$ cat config.mk
export PLATFORM = sky130hd
export DESIGN_NAME = power_sequence_ctrl
export DESIGN_NICKNAME = d
export VERILOG_FILES = /design/src/rtl/power_sequence_ctrl_pkg.sv /design/src/rtl/power_sequence_ctrl_event_capture.sv /design/src/rtl/power_sequence_ctrl.sv
export SDC_FILE = /design/constraint.sdc
export NUM_CORES = 1
export LEC_CHECK = 0
export CAP_MARGIN = 10
export CORE_MARGIN = 2
export CORE_UTILIZATION = 45
export DETAILED_ROUTE_END_ITERATION = 16
export SYNTH_ARGS = -nofsm -noshare
export SYNTH_HDL_FRONTEND = slang
export SYNTH_SLANG_ARGS = --single-unit
$ cat constraint.sdc
create_clock -name clock -period 6.1 [get_ports clock]
set_input_delay 1.22 -clock clock [delete_from_list [all_inputs] [get_ports clock]]
set_output_delay 1.22 -clock clock [all_outputs]
set_load 0.01 [all_outputs]
$ cat src/rtl/power_sequence_ctrl_pkg.sv
// Shared definitions for the board power sequencer: state encoding and timer helpers.
package power_sequence_ctrl_pkg;

    localparam int STATE_W = 3;
    localparam int TIMER_W = 16;

    // State codes double as the debug/BMC readout value on pwr_state.
    typedef enum logic [STATE_W-1:0] {
        S_OFF     = 3'd0,
        S_UP      = 3'd1,
        S_RSTHOLD = 3'd2,
        S_ON      = 3'd3,
        S_REBOOT  = 3'd4,
        S_DOWN    = 3'd5,
        S_FAULT   = 3'd6
    } pwr_state_e;

    // Millisecond timer increment that sticks at all-ones instead of wrapping.
    function automatic logic [TIMER_W-1:0] sat_inc(input logic [TIMER_W-1:0] value);
        logic [TIMER_W-1:0] result;
        if (value == 16'hFFFF) begin
            result = value;
        end else begin
            result = value + 16'd1;
        end
        return result;
    endfunction

endpackage

$ cat src/rtl/power_sequence_ctrl_event_capture.sv
// Request input conditioner: two-flop synchroniser followed by an asserting-edge detector.
// Produces a single-cycle event when the synchronised input enters its active level.
module power_sequence_ctrl_event_capture #(
    parameter logic ACTIVE_LOW = 1'b1
) (
    input  logic i_clk,
    input  logic i_rst_n,
    input  logic i_async,
    output logic o_event
);

    logic r_meta;
    logic r_sync;
    logic r_prev;
    logic w_now_active;
    logic w_prev_active;

    // Synchroniser and history flops; reset to the idle level so nothing fires out of reset.
    always_ff @(posedge i_clk or negedge i_rst_n) begin
        if (!i_rst_n) begin
            r_meta <= ACTIVE_LOW;
            r_sync <= ACTIVE_LOW;
            r_prev <= ACTIVE_LOW;
        end else begin
            r_meta <= i_async;
            r_sync <= r_meta;
            r_prev <= r_sync;
        end
    end

    assign w_now_active  = r_sync ^ ACTIVE_LOW;
    assign w_prev_active = r_prev ^ ACTIVE_LOW;
    assign o_event       = w_now_active & ~w_prev_active;

endmodule

$ cat src/rtl/power_sequence_ctrl.sv
// Board power sequencer: turns request events into an ordered rail up/down sequence,
// watches rail power-good, and drives the CPU reset. All outputs are registered and
// computed from the next state so they change on the same edge as the state.
module power_sequence_ctrl
    import power_sequence_ctrl_pkg::*;
#(
    parameter int NUM_RAILS     = 4,
    parameter int STEP_DLY_MS   = 10,
    parameter int PG_TIMEOUT_MS = 100,
    parameter int RST_HOLD_MS   = 50
) (
    input  logic                 clock,
    input  logic                 reset,
    input  logic                 int_1ms_en,
    input  logic                 pwr_on_off_n,
    input  logic                 pwr_force_off_n,
    input  logic                 normal_reboot_n,
    input  logic                 host_reboot_req,
    input  logic [NUM_RAILS-1:0] pg_in,
    output logic [NUM_RAILS-1:0] rail_en,
    output logic                 sys_rst_n,
    output logic                 pwr_fault,
    output logic [2:0]           fault_rail,
    output logic [2:0]           pwr_state
);

    localparam logic [2:0]  LAST_IDX   = 3'(NUM_RAILS - 1);
    localparam logic [15:0] STEP_DLY   = 16'(STEP_DLY_MS);
    localparam logic [15:0] PG_TIMEOUT = 16'(PG_TIMEOUT_MS);
    localparam logic [15:0] RST_HOLD   = 16'(RST_HOLD_MS);

    // Rails strictly below 'count' enabled; rail 0 is always the first on and last off.
    function automatic logic [NUM_RAILS-1:0] rails_below(input logic [3:0] count);
        logic [NUM_RAILS-1:0] mask;
        for (int i = 0; i < NUM_RAILS; i++) begin
            mask[i] = (4'(i) < count);
        end
        return mask;
    endfunction

    pwr_state_e           r_state;
    pwr_state_e           w_state_nx;
    logic [2:0]           r_idx;
    logic [2:0]           w_idx_nx;
    logic [15:0]          r_timer;
    logic [15:0]          w_timer_nx;
    logic                 r_settle;
    logic                 w_settle_nx;
    logic                 w_restart;
    logic                 r_pwr_fault;
    logic                 w_fault_nx;
    logic [2:0]           r_fault_rail;
    logic [2:0]           w_fault_rail_nx;
    logic [NUM_RAILS-1:0] r_rail_en;
    logic [NUM_RAILS-1:0] w_rail_nx;
    logic                 r_sys_rst_n;
    logic                 w_rst_n_nx;

    logic [NUM_RAILS-1:0] r_pg_meta;
    logic [NUM_RAILS-1:0] r_pg_sync;
    logic [7:0]           w_pg8;
    logic                 w_pg_fail_any;
    logic [2:0]           w_pg_low_idx;

    logic w_ev_onoff;
    logic w_ev_force;
    logic w_ev_nreboot;
    logic w_ev_hreboot;
    logic w_ev_reboot;

    power_sequence_ctrl_event_capture #(.ACTIVE_LOW(1'b1)) u_cap_onoff (
        .i_clk(clock), .i_rst_n(reset), .i_async(pwr_on_off_n), .o_event(w_ev_onoff)
    );
    power_sequence_ctrl_event_capture #(.ACTIVE_LOW(1'b1)) u_cap_force (
        .i_clk(clock), .i_rst_n(reset), .i_async(pwr_force_off_n), .o_event(w_ev_force)
    );
    power_sequence_ctrl_event_capture #(.ACTIVE_LOW(1'b1)) u_cap_nreboot (
        .i_clk(clock), .i_rst_n(reset), .i_async(normal_reboot_n), .o_event(w_ev_nreboot)
    );
    power_sequence_ctrl_event_capture #(.ACTIVE_LOW(1'b0)) u_cap_hreboot (
        .i_clk(clock), .i_rst_n(reset), .i_async(host_reboot_req), .o_event(w_ev_hreboot)
    );

    assign w_ev_reboot = w_ev_nreboot | w_ev_hreboot;

    // Two-flop synchroniser for the asynchronous power-good pins.
    always_ff @(posedge clock or negedge reset) begin
        if (!reset) begin
            r_pg_meta <= '0;
            r_pg_sync <= '0;
        end else begin
            r_pg_meta <= pg_in;
            r_pg_sync <= r_pg_meta;
        end
    end

    // Power-good views: padded vector for rail-index lookup, any-fail flag, lowest failing rail.
    always_comb begin
        w_pg8        = 8'hFF;
        w_pg_low_idx = 3'd0;
        for (int i = 0; i < NUM_RAILS; i++) begin
            w_pg8[i] = r_pg_sync[i];
        end
        for (int i = NUM_RAILS - 1; i >= 0; i--) begin
            if (!r_pg_sync[i]) begin
                w_pg_low_idx = 3'(i);
            end else begin
                w_pg_low_idx = w_pg_low_idx;
            end
        end
        w_pg_fail_any = ~(&r_pg_sync);
    end

    // Next-state, rail index, fault capture and ms timer; force-off overrides everything.
    always_comb begin
        w_state_nx      = r_state;
        w_idx_nx        = r_idx;
        w_settle_nx     = r_settle;
        w_restart       = 1'b0;
        w_fault_nx      = r_pwr_fault;
        w_fault_rail_nx = r_fault_rail;
        w_timer_nx      = r_timer;
        if (w_ev_force) begin
            w_state_nx = S_OFF;
            w_idx_nx   = 3'd0;
        end else begin
            case (r_state)
                S_OFF: begin
                    if (w_ev_onoff) begin
                        w_state_nx = S_UP;
                        w_idx_nx   = 3'd0;
                    end else begin
                        w_state_nx = S_OFF;
                    end
                end
                S_UP: begin
                    if (!r_settle && !w_pg8[r_idx] && (r_timer >= PG_TIMEOUT)) begin
                        w_state_nx      = S_FAULT;
                        w_fault_nx      = 1'b1;
                        w_fault_rail_nx = r_idx;
                    end else if (w_ev_onoff) begin
                        w_state_nx = S_DOWN;
                    end else if (!r_settle) begin
                        // Power-good seen: restart the timer to measure the settle gap.
                        if (w_pg8[r_idx]) begin
                            w_settle_nx = 1'b1;
                            w_restart   = 1'b1;
                        end else begin
                            w_settle_nx = 1'b0;
                        end
                    end else if (r_timer >= STEP_DLY) begin
                        if (r_idx == LAST_IDX) begin
                            w_state_nx = S_RSTHOLD;
                        end else begin
                            w_idx_nx = r_idx + 3'd1;
                        end
                    end else begin
                        w_state_nx = S_UP;
                    end
                end
                S_RSTHOLD: begin
                    if (r_timer >= RST_HOLD) begin
                        w_state_nx = S_ON;
                    end else begin
                        w_state_nx = S_RSTHOLD;
                    end
                end
                S_ON: begin
                    if (w_pg_fail_any) begin
                        w_state_nx      = S_FAULT;
                        w_fault_nx      = 1'b1;
                        w_fault_rail_nx = w_pg_low_idx;
                    end else if (w_ev_onoff) begin
                        w_state_nx = S_DOWN;
                        w_idx_nx   = LAST_IDX;
                    end else if (w_ev_reboot) begin
                        w_state_nx = S_REBOOT;
                    end else begin
                        w_state_nx = S_ON;
                    end
                end
                S_REBOOT: begin
                    if (w_pg_fail_any) begin
                        w_state_nx      = S_FAULT;
                        w_fault_nx      = 1'b1;
                        w_fault_rail_nx = w_pg_low_idx;
                    end else if (r_timer >= RST_HOLD) begin
                        w_state_nx = S_ON;
                    end else begin
                        w_state_nx = S_REBOOT;
                    end
                end
                S_DOWN: begin
                    if (r_timer >= STEP_DLY) begin
                        if (r_idx == 3'd0) begin
                            w_state_nx = S_OFF;
                        end else begin
                            w_idx_nx = r_idx - 3'd1;
                        end
                    end else begin
                        w_state_nx = S_DOWN;
                    end
                end
                S_FAULT: begin
                    if (w_ev_onoff) begin
                        w_state_nx      = S_OFF;
                        w_idx_nx        = 3'd0;
                        w_fault_nx      = 1'b0;
                        w_fault_rail_nx = 3'd0;
                    end else begin
                        w_state_nx = S_FAULT;
                    end
                end
                default: begin
                    w_state_nx = S_OFF;
                    w_idx_nx   = 3'd0;
                end
            endcase
        end

        if ((w_state_nx != r_state) || (w_idx_nx != r_idx)) begin
            w_settle_nx = 1'b0;
            w_timer_nx  = 16'd0;
        end else if (w_restart) begin
            w_timer_nx = 16'd0;
        end else if (int_1ms_en) begin
            w_timer_nx = sat_inc(r_timer);
        end else begin
            w_timer_nx = r_timer;
        end
    end

    // Output decode from the upcoming state so rails and reset move with the state change.
    always_comb begin
        w_rail_nx  = '0;
        w_rst_n_nx = 1'b0;
        case (w_state_nx)
            S_OFF:     w_rail_nx = '0;
            S_UP:      w_rail_nx = rails_below({1'b0, w_idx_nx} + 4'd1);
            S_RSTHOLD: w_rail_nx = {NUM_RAILS{1'b1}};
            S_ON: begin
                w_rail_nx  = {NUM_RAILS{1'b1}};
                w_rst_n_nx = 1'b1;
            end
            S_REBOOT:  w_rail_nx = {NUM_RAILS{1'b1}};
            S_DOWN:    w_rail_nx = rails_below({1'b0, w_idx_nx});
            S_FAULT:   w_rail_nx = '0;
            default:   w_rail_nx = '0;
        endcase
    end

    // State, sequencing registers and registered outputs.
    always_ff @(posedge clock or negedge reset) begin
        if (!reset) begin
            r_state      <= S_OFF;
            r_idx        <= 3'd0;
            r_timer      <= 16'd0;
            r_settle     <= 1'b0;
            r_pwr_fault  <= 1'b0;
            r_fault_rail <= 3'd0;
            r_rail_en    <= '0;
            r_sys_rst_n  <= 1'b0;
        end else begin
            r_state      <= w_state_nx;
            r_idx        <= w_idx_nx;
            r_timer      <= w_timer_nx;
            r_settle     <= w_settle_nx;
            r_pwr_fault  <= w_fault_nx;
            r_fault_rail <= w_fault_rail_nx;
            r_rail_en    <= w_rail_nx;
            r_sys_rst_n  <= w_rst_n_nx;
        end
    end

    assign rail_en    = r_rail_en;
    assign sys_rst_n  = r_sys_rst_n;
    assign pwr_fault  = r_pwr_fault;
    assign fault_rail = r_fault_rail;
    assign pwr_state  = r_state;

endmodule

== Word level (Yosys, flattened, before mapping) ==
Index checks and enable logic that the tools add are counted.
W data, S select, Z words.

* Bits of input ports: 11
* Output and inout bits: 12
* Word-level logic and storage cells: 149
* Register bits after elaboration: 52

* Reduce and logical (&&, ||, !) cells: 18
* Add/subtract/negate cells: 4
* Muxes and demuxes: 61
* Eq/ne operators: 22
* Bitwise gates (word level): 10
* $lt $le $gt $ge: 12

{| class="wikitable"
|+ Operators by type and width
! cell !! count
|-
| $mux W3 || 31
|-
| $mux W16 || 4
|-
| $pmux W3 S7 || 1
|-
| $mux W1 || 19
|-
| $add A16 B1 Y16 const B || 1
|-
| $eq A16 B16 Y1 const B || 1
|-
| $ge A16 B4 Y1 const B || 1
|-
| $ge A16 B6 Y1 const B || 1
|-
| $ge A16 B7 Y1 const B || 1
|-
| $eq A3 B2 Y1 const B || 5
|-
| $eq A3 B3 Y1 const B || 5
|-
| $pmux W3 S5 || 1
|-
| $pmux W4 S3 || 1
|-
| $pmux W3 S3 || 1
|-
| $lt A1 B4 Y1 const A || 2
|-
| $lt A2 B4 Y1 const A || 2
|-
| $ne A2 B2 Y1 const B || 4
|-
| $reduce_and A4 Y1 || 2
|-
| $eq A3 B1 Y1 const B || 2
|-
| $logic_not A3 Y1 || 2
|-
| $lt A1 B3 Y1 const A || 2
|-
| $lt A2 B3 Y1 const A || 2
|-
| $ne A3 B3 Y1 || 2
|-
| $reduce_bool A3 Y1 || 2
|-
| 20 further kinds || 32
|}

== Depth between registers and ports, before layout ==
Gate-level depths: netlist (run 1).

* Word-level depth: 12
* Mapped depth: 13
* Gate-level depth less buffers: 12

== By module ==
Synthesis (run 1) repeated with hierarchy kept, for this count alone.

* Cells, all modules: 328
* Area total of the unflattened synthesis: 3164.3 um2

{| class="wikitable"
|+ Modules (own cells, without submodules)
! module !! seq. area each (um2) !! area an instance (um2) !! cells each !! times used
|-
| power_sequence_ctrl || 1001.0 || 2797.7 || 312 || 1
|-
| power_sequence_ctrl_event_capture (u_cap_force ...) || 78.8 || 92.6 || 4 || 3
|-
| power_sequence_ctrl_event_capture (u_cap_hreboot) || 75.1 || 88.8 || 4 || 1
|}

== Least setup slack after synthesis (run 1) ==
No wires, ideal clock.

* Kind: reg-to-reg
* Start: register u_cap_onoff.r_prev
* End: register r_rail_en[0] (netlist: rail_en[0])
* Setup slack: 3500 ps
* Data required time: 5949 ps
* Cell stages (with the launch flop): 11
* Period minus slack after synthesis: 2600 ps
* Arrival: 2449 ps
* Path buffers: 1
* Library setup time: 151 ps
* Cells stage by stage: dfstp_2 -> nor2b_1 -> clkbuf_1 -> nor2_1 -> a211oi_1 -> o21ai_0 -> a211oi_1 -> nor2_1 -> ha_1 -> o211ai_1 -> o311ai_0

* Cells in the longest elaborated chain, start to end: 8
* Elaborated cells on any way between the ends: 26
* Classes of those cells: add/sub: 1; order compare: 2; eq/ne: 5; mux: 16; bitwise: 1; reduce/logical: 1

{| class="wikitable"
|+ RTL lines
! element !! line !! text
|-
| start: declaration || power_sequence_ctrl_event_capture.sv:14 || <nowiki>logic r_prev;</nowiki>
|-
| start signal: assignment || power_sequence_ctrl_event_capture.sv:27 || <nowiki>r_prev <= r_sync;</nowiki>
|-
| $and A1 B1 Y1 (*) || power_sequence_ctrl_event_capture.sv:33 || <nowiki>assign o_event = w_now_active & ~w_prev_active;</nowiki>
|-
| $mux W3, on equally long branches || power_sequence_ctrl.sv:173, power_sequence_ctrl.sv:141 ||
|-
| $mux W3, on equally long branches || power_sequence_ctrl.sv:169, power_sequence_ctrl.sv:137 ||
|-
| $pmux W3 S5 (*) || power_sequence_ctrl.sv:127 || <nowiki>case (r_state)</nowiki>
|-
| $mux W3 (*) || power_sequence_ctrl.sv:123 || <nowiki>if (w_ev_force) begin</nowiki>
|-
| net w_idx_nx[0] || power_sequence_ctrl.sv:44 || <nowiki>logic [2:0] w_idx_nx;</nowiki>
|-
| $add A3 B1 Y4 || power_sequence_ctrl.sv:239 || <nowiki>S_UP: w_rail_nx = rails_below({1'b0, w_idx_nx} + 4'd1);</nowiki>
|-
| $lt A1 B4 Y1 || power_sequence_ctrl.sv:36 || <nowiki>mask[i] = (4'(i) < count);</nowiki>
|-
| $pmux W4 S3 (*) || power_sequence_ctrl.sv:237 || <nowiki>case (w_state_nx)</nowiki>
|-
| net w_rail_nx[0] || power_sequence_ctrl.sv:55 || <nowiki>logic [NUM_RAILS-1:0] w_rail_nx;</nowiki>
|-
| end signal: assignment || power_sequence_ctrl.sv:270 || <nowiki>r_rail_en <= w_rail_nx;</nowiki>
|-
| end: declaration || power_sequence_ctrl.sv:54 || <nowiki>logic [NUM_RAILS-1:0] r_rail_en;</nowiki>
|}

The timed path passes the listed nets; every way through them passes the cells marked *.
A chain may end at the register's enable or synchronous reset.

== Final worst setup path (run 1) ==
Ends and elaborated chain as after synthesis.

==> results.py, run 1 <==
metrics = {
    "timing": {
        "finalMaxSlewViolations": 0,
        "rsz0062_at_grt": "false",
        "worst_pin_slew_ns": 0.920,
        "hold_viol_final": 0,
        "fin_crit_ns": 3.41,
        "relSlewSlack": 0.386,
        "setup_viol": 0,
        "finalCritPeriodShare": 0.559,
        "finClkSkew_ns": 0.00728,
        "holdWs_ns": 0.357,
        "fmax_mhz": 294,
        "timing.setup.tns_ns": 0,
    },
    "worst_setup_path": {
        "worstReg2RegEnd": "rail_en[0]",
        "worst_setup_path_end_kind": "flip-flop",
        "ff2ff_setup_slack_ns": 2.69,
        "r2r-start": "u_cap_onoff.r_prev",
        "crit_start": "u_cap_onoff.r_prev",
        "crit_arrival_ns": 3.57,
        "critPathRequiredTime_ns": 6.26,
        "crit_slowest_cell": "nor2b_1",
        "reg2regPathDepth": 9,
        "critical_path_buf_inv_count": 0,
        "crit_path_end": "rail_en[0]",
        "worstSetupPathType": "flip-flop to flip-flop",
        "worst-path-stages": 9,
        "path_cells": "nor2b_1, nor2_1, a211oi_1, o21ai_0, a211oi_1, nor2_1, ha_1, o211ai_1, o311ai_0",
        "crit_family": "compound AO/OA/AOI/OAI gates",
        "start_kind": "flip-flop",
        "crit_path_max_fanout": 11,
        "slowest_delay_ns": 0.69,
    },
    "global_routing": {
        "grt-ovfl-total": 0,
        "grt_max_degree": 53,
        "grt_pass1_wl_um": 12100,
        "antenna_found_initial": 0,
        "grt_pass1_vias": 2404,
        "grt_use_total": 0.204,
    },
    "drt": {
        "drt_pass1_iterations": 6,
        "viasPerCell": 6.13,
        "route.vias.total": 2580,
        "drc": 0,
        "drt_first_iter_violations": 251,
        "routed_wl_um": 7330,
        "wl_per_cell_um": 17.4,
        "drtAntennaViolNets": 0,
    },
    "finish": {
        "final_nets": 358,
        "antenna_cells": 0,
        "fill_cells": 649,
        "syn_to_final_growth_pct": 9.65,
        "layout_common_cells": "43 x dfrtp_1, 32 x nand2_1, 21 x clkdlybuf4s50_1",
        "fin_cells": 421,
        "final_common_cell": "dfrtp_1",
        "design_area_mm2": 0.00341,
        "final_util": 0.505,
        "layout-drive-gt1-share": 0.114,
    },
    "placed_design": {
        "io_buffers": 22,
        "place_congestion": 0.967,
        "hpwl_um": 5130,
        "dpl.cell_count": 413,
        "placed_area_mm2": 0.00332,
    },
    "cts": {
        "cts.sink_count": 52,
        "cts-resized-gates": 0,
        "cts.clk_slew.worst_paths_ns": 0.10,
        "cts_buffers": 5,
        "cts_buffer_depth": 2,
        "clk_latency_ns": 0.31,
        "htree_levels": 2,
        "post_cts_buffers": 0,
        "tritoncts": "yes",
        "hold_buffers": 0,
        "cts_root_buf": "clkbuf_8",
    },
    "logic_synthesis": {
        "yosys-mux-area-fraction": 0.0161,
        "yosys.area_share.adder": 0.0281,
        "yosys.area_share.simple": 0.262,
        "synth_top_family_by_area": "simple AND/OR/NAND/NOR gates",
        "ys_top_cells_by_area": "dfrtp_1 35%, dfstp_2 7.6%, nor4_2 4.4%",
        "yosysTopAreaCell": "dfrtp_1",
        "syn_inst": 328,
        "syn-mean-instance-area_um2": 9.49,
        "synth_edf_count": 0,
        "synth-compound-area-share": 0.178,
        "ys_seq_elements": 52,
        "synth_seq_area_share": 0.422,
        "synth-xor-area-share": 0.0394,
        "netlist_area_mm2": 0.00311,
        "synth_nets": 346,
        "synth_top_area_frac": 0.346,
        "async_reset_ff_frac": 1.00,
        "synthDistinctLibCells": 64,
        "synth-warning-count": 0,
        "ys.flop_type": "dfrtp_1",
    },
    "hold_path": {
        "min_path_type": "flip-flop to flip-flop",
    },
    "die": {
        "ioPinCount": 23,
        "num_rows": 30,
        "die_height_um": 87.2,
        "die_area_mm2": 0.00760,
        "core-area_mm2": 0.00676,
        "die_w_um": 87.2,
        "start_util": 0.461,
    },
    "power_and_ir_drop": {
        "p_sw_frac": 0.416,
        "switchingPower_uw": 447,
        "p_seq_frac": 0.406,
        "combPwrFrac": 0.400,
        "leakage_uw": 0.00133,
        "ir_worst_vdd_uv": 100,
        "p_clk_frac": 0.194,
        "powerDensity_mw_per_mm2": 315,
        "internal_power_uw": 629,
    },
    "flow_run": {
        "maxCapViolations": 0,
    },
    "run_status": {
        "status": "finished, final reports clean",
    },
}
-- stage by stage --
step | setup slack [ns] | total power [uW]
after floorplan | 3.50 | 760
after global placement | 2.81 | 869
after detailed placement | 2.82 | 871
after CTS | 2.79 | 1080
after global routing | 2.43 | 1150
final | 2.69 | 1080
-- how the worst min path moves through the flow --
stage	from	to	slack [ns]	depth (start not counted)
floorplan	r_pg_meta[0]	r_pg_sync[0]	0.33	0
global placement	u_cap_hreboot.r_meta	u_cap_hreboot.r_sync	0.33	0
detailed placement	r_pg_meta[3]	r_pg_sync[3]	0.33	0
CTS	r_pg_meta[3]	r_pg_sync[3]	0.36	0
global route	u_cap_nreboot.r_meta	u_cap_nreboot.r_sync	0.37	0
finish	u_cap_hreboot.r_meta	u_cap_hreboot.r_sync	0.36	0
-- layout make-up --
type / instances / area [um2] / area share
clock buffers: 5 / 68.8 / 0.0202
clock inverters: 3 / 26.3 / 0.00770
inverters: 12 / 45.0 / 0.0132
multi-input cells: 245 / 1630 / 0.478
flip-flops and latches: 52 / 1310 / 0.385
well taps: 80 / 100 / 0.0293
repair buffers: 24 / 230 / 0.0674
-- power groups by stage --
stage | Sequential [uW] | Clock (uW) | Combinational [uW]
after floorplan | 425 | 0 | 334
after global placement | 443 | 0 | 426
after detailed placement | 444 | 0 | 427
after CTS | 437 | 216 | 429
after global routing | 446 | 233 | 472
final | 437 | 209 | 430
-- synth_stat cells, types with 4 or more instances --
cell type / number
dfrtp_1: 43
nand2_1: 32
nor2_1: 19
a21oi_1: 18
inv_1: 12
nor3_1: 12
nor4_1: 11
nor4_2: 11
o21ai_0: 11
nand3_1: 10
dfstp_2: 9
xnor2_1: 9
clkbuf_1: 8
nand2b_1: 8
nor2b_1: 8
ha_1: 7
nand4_1: 7
and2_1: 5
buf_6: 5
mux2i_1: 5
xor2_1: 5
a211oi_1: 4
and4_1: 4
buf_2: 4
o31ai_1: 4
-- worst register-to-register path, stage by stage, from the launching register on --
cell and delay [ns]:
dfstp_2 0.54, nor2b_1 0.69, nor2_1 0.16, a211oi_1 0.34, o21ai_0 0.21, a211oi_1 0.44
nor2_1 0.18, ha_1 0.25, o211ai_1 0.25, o311ai_0 0.20
-- sequential cells by signal, summed over array words and instances, names as in the netlist, 3 cells and up --
register,count
fault_rail,3
pwr_state,3
r_idx,3
r_pg_meta,4
r_pg_sync,4
r_timer,16
rail_en,4
-- cell families after synthesis --
logic type	after synthesis
buffers and inverters	31
flip-flops	52
AO/OA/AOI/OAI	79
multiplexers	5
adder cells (fa/ha/maj)	7
XOR/XNOR	14
AND/OR/NAND/NOR	140
-- routing by layer --
layer,global-route usage,part of all wire,vias up
met3,0.0275,0.050,13
met2,0.323,0.47,93
met1,0.291,0.46,1240
met5,0,0,-
met4,0.0643,0.017,0
li1,-,-,1234
Power figures use the tool's default switching activity.
==> inputs of run 2 (changes only) <==
Settings changed: PLACE_DENSITY set to 0.66.
Clock period 6.1 ns to 3 ns, I/O delays scaled along.
==> results.py, run 2 (same netlist as run 1, synthesis figures left out) <==
metrics = {
    "timing": {
        "fin_crit_ns": 2.79,
        "timing.setup.tns_ns": 0,
        "setup_viol": 0,
        "finClkSkew_ns": 0.0118,
        "fin_ws_ns": 0.210,
        "worst_pin_slew_ns": 0.838,
        "hold_viol_final": 0,
        "finalCritPeriodShare": 0.930,
        "fmax_mhz": 358,
        "finalMaxSlewViolations": 0,
        "relSlewSlack": 0.441,
        "rsz0062_at_grt": "false",
    },
    "worst_setup_path": {
        "crit_slowest_cell": "dfrtp_1",
        "worstSetupPathType": "flip-flop to flip-flop",
        "crit_start": "r_timer[3]",
        "critPathRequiredTime_ns": 3.20,
        "slowest_delay_ns": 0.47,
        "r2r-start": "r_timer[3]",
        "crit_arrival_ns": 2.99,
        "worst_setup_path_end_kind": "flip-flop",
        "start_kind": "flip-flop",
        "crit_path_max_fanout": 17,
        "path_cells": "o311ai_1, and4_1, a21oi_1, nor3_2, o32ai_1, a311oi_1, nand2_1, buf_12, nor4_1",
    },
    "die": {
        "num_rows": 30,
        "die_height_um": 87.2,
        "ioPinCount": 23,
        "core-area_mm2": 0.00676,
        "die_w_um": 87.2,
        "die_area_mm2": 0.00760,
        "start_util": 0.461,
    },
    "global_routing": {
        "grt_use_total": 0.207,
        "grt_pass1_vias": 2492,
        "grt-ovfl-total": 0,
        "grt_pass1_wl_um": 12200,
        "antenna_found_initial": 0,
        "grt_max_degree": 39,
    },
    "finish": {
        "layout-drive-gt1-share": 0.166,
        "final_nets": 373,
        "antenna_cells": 0,
        "syn_to_final_growth_pct": 15.0,
        "final_common_cell": "dfrtp_1",
        "fill_cells": 620,
        "fin_cells": 436,
        "layout_common_cells": "42 x dfrtp_1, 32 x nand2_1, 21 x clkdlybuf4s50_1",
        "final_util": 0.530,
        "largest_reg_flops": 16,
        "largest-register": "r_timer",
    },
    "cts": {
        "cts.sink_count": 52,
        "cts_root_buf": "clkbuf_8",
        "clk_latency_ns": 0.31,
        "cts_buffers": 5,
        "tritoncts": "yes",
        "htree_levels": 2,
        "cts.clk_slew.worst_paths_ns": 0.10,
        "cts_buffer_depth": 2,
    },
    "power_and_ir_drop": {
        "p_clk_frac": 0.173,
        "internal_power_uw": 1400,
        "powerDensity_mw_per_mm2": 657,
        "switchingPower_uw": 946,
        "leakage_uw": 0.00143,
        "p_sw_frac": 0.403,
        "combPwrFrac": 0.455,
        "ir_worst_vdd_uv": 253,
        "p_seq_frac": 0.372,
    },
    "placed_design": {
        "pre_cts_slack_ns": 0.125,
        "hpwl_um": 5560,
        "place_congestion": 0.944,
        "io_buffers": 22,
        "dpl.cell_count": 428,
    },
    "hold_path": {
        "min_path_type": "flip-flop to flip-flop",
        "hp-start": "r_pg_meta[1]",
    },
    "run_status": {
        "status": "finished, final reports clean",
    },
    "drt": {
        "drc": 0,
        "wl_per_cell_um": 17.2,
        "drtAntennaViolNets": 0,
        "route.vias.total": 2626,
        "drt_pass1_iterations": 4,
        "viasPerCell": 6.02,
        "routed_wl_um": 7500,
        "drt_first_iter_violations": 264,
    },
    "flow_run": {
        "maxCapViolations": 0,
    },
}
==> run 2: cell types whose count changed in the layout (fill, tap and decap cells not counted), moves of 2 or more <==
cell,change
nor4_2,-2
buf_4,+13
buf_12,+2
nor4_4,+2
==> run 2: worst paths after layout <==
path | slack [ns] | cells after the start | to
max | 0.21 | 9 | r_timer[9]
min | 0.36 | 0 | r_pg_sync[1]
max reg2reg | 0.21 | 9 | r_timer[9]
min reg2reg | 0.36 | 0 | r_pg_sync[1]
max in group asynchronous | 1.87 | 2 | r_idx[0]
min in group asynchronous | 0.38 | 1 | r_timer[1]
==> run 2: power by group through the flow <==
stage | sequential (uW) | combinational [uW] | clock [uW]
floorplan | 865 | 680 | 0
global placement | 886 | 1050 | 0
detailed placement | 888 | 1050 | 0
CTS | 875 | 1050 | 419
global route | 886 | 1150 | 451
finish | 875 | 1070 | 407
==> run 2: worst max-delay path: cells and delay by family, from the launching register on <==
family	cells	cell delay, ns
simple gates	4	1.16
buf+inv	1	0.18
compound gates	4	0.87
flops	1	0.47
==> run 2: layout make-up <==
| type | instances | area, um2 | share of cell area |
|---|---|---|---|
| clock inverters | 3 | 21.3 | 0.00594 |
| inverters | 12 | 45.0 | 0.0126 |
| flip-flops and latches | 52 | 1310 | 0.367 |
| multi-input cells | 245 | 1660 | 0.465 |
| repair buffers | 39 | 368 | 0.103 |
| clock buffers | 5 | 68.8 | 0.0192 |
| well taps | 80 | 100 | 0.0280 |
==> run 2: metal layers <==
metal  track usage  up-vias  routed length, um
met3        0.0379       14                414
met4        0.0769        0                173
met1         0.299     1263               3600
li1              -     1264                  -
met5             0        -                  0
met2         0.311       85               3310
==> run 2: stage by stage <==
| stage | cell area (um2) | hold WS (ns) | power [uW] |
|---|---|---|---|
| floorplan | 3110 | 0.304 | 1540 |
| global route | 3580 | 0.363 | 2490 |
| global placement | 3460 | 0.332 | 1940 |
| CTS | 3550 | 0.358 | 2350 |
| detailed placement | 3460 | 0.335 | 1940 |
| finish | 3580 | 0.356 | 2350 |
==> run 2: timing repair <==
action / 4_1_cts / 5_1_grt
setup endpoints to repair: 0 / 6
resized for setup: 0 / 9
hold buffers: 0 / 0
buffers inserted: 0 / 0
